**config.mk**
```make
export PLATFORM = sky130hd
export DESIGN_NAME = mod_exp_ctrl
export DESIGN_NICKNAME = d
export VERILOG_FILES = /design/src/rtl/mod_exp_ctrl.sv
export SDC_FILE = /design/constraint.sdc
export NUM_CORES = 1
export LEC_CHECK = 0
export ABC_CLOCK_PERIOD_IN_PS = 5180
export CORE_UTILIZATION = 50
export DETAILED_ROUTE_END_ITERATION = 10
export PLACE_DENSITY_LB_ADDON = 0.08
export REMOVE_ABC_BUFFERS = 1
export SYNTH_ARGS = -nofsm -noshare
export SYNTH_HDL_FRONTEND = slang
export SYNTH_SLANG_ARGS = --single-unit
```
**constraint.sdc**
```tcl
create_clock -name clk -period 5.18 [get_ports clk]
set_clock_uncertainty 0.15 [all_clocks]
set_input_delay 1.036 -clock clk [delete_from_list [all_inputs] [get_ports clk]]
set_output_delay 1.036 -clock clk [all_outputs]
set_load 0.05 [all_outputs]
```
**src/rtl/mod_exp_ctrl.sv**
```systemverilog
// Left-to-right square-and-multiply controller driving a shared modular multiplier.
// Optional feature: define MOD_EXP_MODCHECK_EN to reject moduli below 2 (err flag).
module mod_exp_ctrl #(
    parameter int W  = 3,
    parameter int EW = 3
) (
    input  logic          clk,
    input  logic          reset,
    input  logic          start,
    input  logic [W-1:0]  base,
    input  logic [EW-1:0] expo,
    input  logic [W-1:0]  modulus,
    output logic          busy,
    output logic          done,
    output logic [W-1:0]  result,
    output logic          err,
    output logic          mm_start,
    output logic [W-1:0]  mm_a,
    output logic [W-1:0]  mm_b,
    output logic [W-1:0]  mm_m,
    input  logic          mm_done,
    input  logic [W-1:0]  mm_result
);

    localparam int IW = (EW > 1) ? $clog2(EW) : 1;
    localparam logic [W-1:0]  ONE_W  = W'(1'b1);
    localparam logic [IW-1:0] ONE_I  = IW'(1'b1);
    localparam logic [IW-1:0] I_TOP  = IW'(EW - 1);

    typedef enum logic [2:0] {
        IDLE     = 3'd0,
        RED_REQ  = 3'd1,
        RED_WAIT = 3'd2,
        SQR_REQ  = 3'd3,
        SQR_WAIT = 3'd4,
        MUL_REQ  = 3'd5,
        MUL_WAIT = 3'd6,
        FIN      = 3'd7
    } state_t;

    state_t         state_r;
    logic [W-1:0]   b_r;
    logic [EW-1:0]  e_r;
    logic [W-1:0]   r_r;
    logic [IW-1:0]  i_r;

    logic           last_step_s;
    logic           bit_set_s;
    logic           mod_bad_s;

    // Step-end and exponent-bit decisions for the current iteration.
    always_comb begin
        last_step_s = (i_r == {IW{1'b0}});
        if (32'(i_r) < EW) begin
            bit_set_s = e_r[i_r];
        end else begin
            bit_set_s = 1'b0;
        end
    end

`ifdef MOD_EXP_MODCHECK_EN
    // A modulus of 0 or 1 has no meaningful residue system.
    always_comb begin
        if (modulus < W'(2'd2)) begin
            mod_bad_s = 1'b1;
        end else begin
            mod_bad_s = 1'b0;
        end
    end
`else
    assign mod_bad_s = 1'b0;
`endif

    // Control FSM with all outputs registered alongside the state.
    always_ff @(posedge clk) begin
        if (reset) begin
            state_r  <= IDLE;
            b_r      <= {W{1'b0}};
            e_r      <= {EW{1'b0}};
            r_r      <= {W{1'b0}};
            i_r      <= {IW{1'b0}};
            busy     <= 1'b0;
            done     <= 1'b0;
            err      <= 1'b0;
            result   <= {W{1'b0}};
            mm_start <= 1'b0;
            mm_a     <= {W{1'b0}};
            mm_b     <= {W{1'b0}};
            mm_m     <= {W{1'b0}};
        end else begin
            case (state_r)
                IDLE: begin
                    if (start) begin
                        b_r  <= base;
                        e_r  <= expo;
                        r_r  <= ONE_W;
                        i_r  <= I_TOP;
                        busy <= 1'b1;
                        if (mod_bad_s) begin
                            err     <= 1'b1;
                            result  <= {W{1'b0}};
                            done    <= 1'b1;
                            state_r <= FIN;
                        end else begin
                            err      <= 1'b0;
                            mm_start <= 1'b1;
                            mm_a     <= base;
                            mm_b     <= ONE_W;
                            mm_m     <= modulus;
                            state_r  <= RED_REQ;
                        end
                    end else begin
                        state_r <= IDLE;
                    end
                end
                RED_REQ: begin
                    mm_start <= 1'b0;
                    state_r  <= RED_WAIT;
                end
                RED_WAIT: begin
                    if (mm_done) begin
                        // Reduced base replaces the raw operand for all later multiplies.
                        b_r      <= mm_result;
                        mm_start <= 1'b1;
                        mm_a     <= r_r;
                        mm_b     <= r_r;
                        state_r  <= SQR_REQ;
                    end else begin
                        state_r <= RED_WAIT;
                    end
                end
                SQR_REQ: begin
                    mm_start <= 1'b0;
                    state_r  <= SQR_WAIT;
                end
                SQR_WAIT: begin
                    if (mm_done) begin
                        r_r <= mm_result;
                        if (bit_set_s) begin
                            mm_start <= 1'b1;
                            mm_a     <= mm_result;
                            mm_b     <= b_r;
                            state_r  <= MUL_REQ;
                        end else if (last_step_s) begin
                            result  <= mm_result;
                            done    <= 1'b1;
                            state_r <= FIN;
                        end else begin
                            i_r      <= i_r - ONE_I;
                            mm_start <= 1'b1;
                            mm_a     <= mm_result;
                            mm_b     <= mm_result;
                            state_r  <= SQR_REQ;
                        end
                    end else begin
                        state_r <= SQR_WAIT;
                    end
                end
                MUL_REQ: begin
                    mm_start <= 1'b0;
                    state_r  <= MUL_WAIT;
                end
                MUL_WAIT: begin
                    if (mm_done) begin
                        r_r <= mm_result;
                        if (last_step_s) begin
                            result  <= mm_result;
                            done    <= 1'b1;
                            state_r <= FIN;
                        end else begin
                            i_r      <= i_r - ONE_I;
                            mm_start <= 1'b1;
                            mm_a     <= mm_result;
                            mm_b     <= mm_result;
                            state_r  <= SQR_REQ;
                        end
                    end else begin
                        state_r <= MUL_WAIT;
                    end
                end
                FIN: begin
                    done    <= 1'b0;
                    busy    <= 1'b0;
                    state_r <= IDLE;
                end
                default: begin
                    mm_start <= 1'b0;
                    done     <= 1'b0;
                    busy     <= 1'b0;
                    state_r  <= IDLE;
                end
            endcase
        end
    end

endmodule
```
# Yosys cells after proc, flatten, opt, wreduce, memory -nomap -nowiden
# Index checks and enable logic that the tools add are counted.
# totals
reg_bits	29
inputBits	16
out_inout_bits	16
elab_cells	99
# classes
add_sub_neg	1
order_cmp	2
eq_ne	13
n_mux	50
n_reduce_logical	21
# ops
operator	n
3-bit two-way mux	20
3-bit case mux with 4 select lines	2
3-bit case mux with 8 select lines	1
3-bit case mux with 2 select lines	3
5-bit AND reduction	3
1-bit two-way mux	14
3-bit == test (second input constant)	4
2-bit two-way mux	5
2-bit inequality test (second input constant)	5
4-bit AND reduction	2
2-bit nonzero test	4
3-bit by 2-bit == test with 1-bit output (second input constant)	2
2-bit case mux with 3 select lines	1
3-bit AND reduction	2
3-bit nonzero test	2
1-bit case mux with 5 select lines	1
5-bit nonzero test	1
2-bit AND reduction	2
4-bit nonzero test	1
3-bit by 1-bit == test with 1-bit output (second input constant)	1
3-bit zero test	1
2-bit by 3-bit < comparator with 1-bit output (second input constant)	1
1-bit case mux with 3 select lines	1
3-bit OR reduction	1
other kinds (7)	7

# Longest topological paths before layout
# depth
word_depth	6
depth_mapped	7
mapped_depth_nobuf	6

# Least setup slack after synthesis
# OpenSTA, ideal clock, no wires.
# synth_timing
path_type	input -> register
start	in start
end	reg mm_a[0]
arrival_ns	2.134
required_ns	4.943
path_slack_ns	2.809
stages	4
path_buffers	0
path_cell_list	or3b_4 > a21o_4 > or3_1 > o31ai_1
# synth_via
elab_chain_cells	2
# synth_rtl
element	line	text
start, declared	9	input logic start,
2-bit inequality test (no source line)	-	
5-bit AND reduction (no source line)	-	
end signal, assigned	87	mm_a <= {W{1'b0}};
end signal, assigned	107	mm_a <= base;
end signal, assigned	125	mm_a <= r_r;
end, declared	18	output logic [W-1:0] mm_a,
# Every way passes these cells.
# A chain may end at the register's enable or synchronous reset.

==> metrics.yaml <==
status:
  outcome: "completed"
timing:
  timing.hold.ws_ps: 332.5
  finalSetupViolations: 0
  slew_violations: 0
  finalSetupTns_ps: 0
  fmax_ghz: 0.3659
  rsz0062_at_grt: "no"
  fin_crit_sh_pct: 52.76
  relSlewSlack_pct: 54.17
  final_hold_viol_count: 0
  tightest_slew_ps: 683.4
  min_period_ps: 2733
routing:
  drt_iter0_drc: 142
  vias: 1597
  viasPerCell: 5.981
  routed_wl_mm: 4.046
  drc: 0
  firstDrtPassIters: 4
  antenna_left: 0
  routedWlPerCell_um: 15.15
worst_setup_path:
  cp.required_ps: 5250
  cp-end-kind: "flop"
  cp_slowest_stage_delay_ps: 760
  path_buf_inv: 2
  rrSetupSlack_ps: 3000
  slowest_stage: "clkdlybuf4s50_1"
  worst-path-stages: 4
  critPathMaxFanout: 20
  reg2reg_to: "i_r[0]$_SDFFE_PP0P_"
  worstRegToRegCells: 4
  critical_path_arrival_ps: 2800
  r2r_start: "state_r[1]$_SDFF_PP0_"
  cpLargestDelayFamily: "buffers and inverters"
  critPathLaunchType: "primary input"
  crit_type: "in2reg"
  path_cells: "clkdlybuf4s50_1 -> buf_4 -> or4_1 -> o311ai_0"
clocking:
  numClockSinks: 29
  post_cts_buffers: 0
  clk_pin_slew_ps: 90
  cts_hold_buf: 0
  ctsRootBufferMaster: "clkbuf_4"
  numCtsBuffers: 5
  insertion_delay_ps: 340
  cts_tree: "built"
  htree_levels: 2
  clock_path_buffers: 2
  cts_resized: 0
layout:
  fillers: 301
  final_nets: 240
  drive_above_1_share_pct: 7.623
  synthToLayoutAreaGrowth_pct: 23.11
  num_antenna_cells: 0
run:
  maxCapViolCount: 0
global_routing:
  grt_pass1_vias: 1423
  grt_max_degree: 21
  met3_usage_pct: 7.642
  overflow: 0
  grt_pass1_wl_mm: 6.782
  gr-usage-all-layers_pct: 25.94
  grt.busiest_layer: "met2"
  antenna_found_initial: 0
  use_met2_pct: 39.17
  grt_use_met1_pct: 35.27
synth:
  synthCells: 198
  ys_ff_latch: 29
  syn_avg_cell_area_um2: 8.341
  synth_top_area_share_pct: 35.15
  yosysTopAreaCell: "dfxtp_1"
  synthDistinctLibCells: 50
  synthFlopType: "dfxtp_1"
  synthArstFlopShare_pct: 0
  yosys_warnings: 0
  synth_edf_count: 0
  ys_top_cells_by_area: "dfxtp_1, mux2i_1, nor2_1, nor3_1, a21oi_1"
  syn-cell-area_mm2: 0.001652
  yosys-top-cells-count: "dfxtp_1, nor2_1, mux2i_1"
  seq_area_frac_synth_pct: 35.15
pwr:
  p_total_uw: 642.3
  cellPowerDensity_mw_per_mm2: 315.9
  clkPwrFrac_pct: 31.0
  peakVddDrop_mv: 0.1958
  swShare_pct: 32.97
  leakage_nw: 0.7368
  pwr-share-seq_pct: 41.3
  p_sw_uw: 211.8
  p_int_uw: 430.5
  pwr-share-comb_pct: 27.7
floorplan:
  fp.dieW_um: 59.48
  die_area_mm2: 0.003537
  ios: 32
  num_rows: 20
  core-area_mm2: 0.003103
  start_util_pct: 53.23
  die_h_um: 59.48
placed_design:
  hpwl_mm: 2.815
  numPortBuffers: 30
  gp_congestion: 0.9562
hold_path:
  worstHoldEndpoint: "busy$_SDFFE_PP0P_"
  holdPathStages: 2
  holdCritPathClass: "reg2reg"
  min_from: "busy$_SDFFE_PP0P_"
## worst max-delay path by stage
| stage | from | end | slack (ps) |
|---|---|---|---|
| detailed placement | reset | i_r[0]$_SDFFE_PP0P_ | 2160 |
| floorplan | start | mm_a[0]$_SDFFE_PP0P_ | 2810 |
| CTS | mm_a[0]$_SDFFE_PP0P_ | mm_a[0] | 2450 |
| global route | mm_done | b_r[2]$_SDFFE_PP0P_ | 2290 |
| global placement | reset | i_r[0]$_SDFFE_PP0P_ | 2210 |
| finish | reset | i_r[0]$_SDFFE_PP0P_ | 2450 |
## power groups by stage
| stage | registers [mW] | clock network (mW) | logic (mW) |
|---|---|---|---|
| after floorplan | 0.297 | 0 | 0.0889 |
| after global placement | 0.269 | 0 | 0.172 |
| after detailed placement | 0.270 | 0 | 0.176 |
| after CTS | 0.265 | 0.201 | 0.177 |
| after global routing | 0.269 | 0.211 | 0.192 |
| final | 0.265 | 0.199 | 0.178 |
## registers in the layout (all words and copies together) (netlist names), 2 cells and up
register	cells
b_r	3
mm_a	3
i_r	2
e_r	3
result	3
mm_m	3
state_r	3
mm_b	3
r_r	3
## cell families (layout without fill, tap and decap cells)
logic type	count (synthesis)	after routing	synth area share, %
simple gates	86	86	28.33
flops	29	29	35.15
other cells	1	1	0.2271
fa+ha+maj	2	2	1.515
compound gates	45	45	19.55
mux	16	16	9.772
xor+xnor	1	1	0.5304
buf+inv	18	43	4.924
## per-layer routing
metal / wire length (µm) / vias to the layer above
li1: - / 768
met4: 46 / 0
met2: 1871 / 64
met1: 1869 / 759
met5: 0 / -
met3: 259 / 6
## cell usage in the layout (no fill, tap or decap), types with 2 or more instances in the layout
master           synthesis  routed
nand3_1                  6       6
nor2b_1                  8       8
clkdlybuf4s50_1          0      30
clkbuf_4                 0       5
nand2_1                  7       7
nand3b_1                 3       3
a22oi_1                  2       2
o31ai_1                  3       3
nor3b_1                  2       2
nor3_1                  11      11
a221oi_2                 2       2
dfxtp_1                 29      29
nor2_1                  29      29
mux2i_1                 15      15
a32oi_1                  2       2
nand2b_1                 5       5
a21oi_1                 10      10
a211oi_1                 5       5
o21ai_0                 10      10
inv_1                    4       4
or3_1                    4       4
ha_1                     2       2
## metrics by stage
stage | std cells | cell area (µm²) | util (%) | setup slack [ps]
floorplan | 184 | 1585 | - | 2809
global placement | 259 | 1948 | 62.78 | 2211
detailed placement | 259 | 1948 | 62.78 | 2161
CTS | 267 | 2033 | 65.52 | 2454
global route | 267 | 2033 | 65.52 | 2294
finish | 267 | 2033 | 65.52 | 2447
## worst reg2reg max path: stages, from the launching register on
cell and delay, ps:
dfxtp_1 740, nor2_1 240, a221oi_2 580, or4_1 200, o311ai_0 130
## cell type report
type	count	area [µm²]	area share (%)
Multi-Input combinational cell	151	989.7	48.68
Sequential cell	29	580.6	28.55
Timing Repair Buffer	31	307.8	15.14
Clock buffer	7	55.05	2.708
Tap cell	44	55.05	2.708
Clock inverter	1	30.03	1.477
Inverter	4	15.01	0.7385
(Power assumes the default switching activity.)
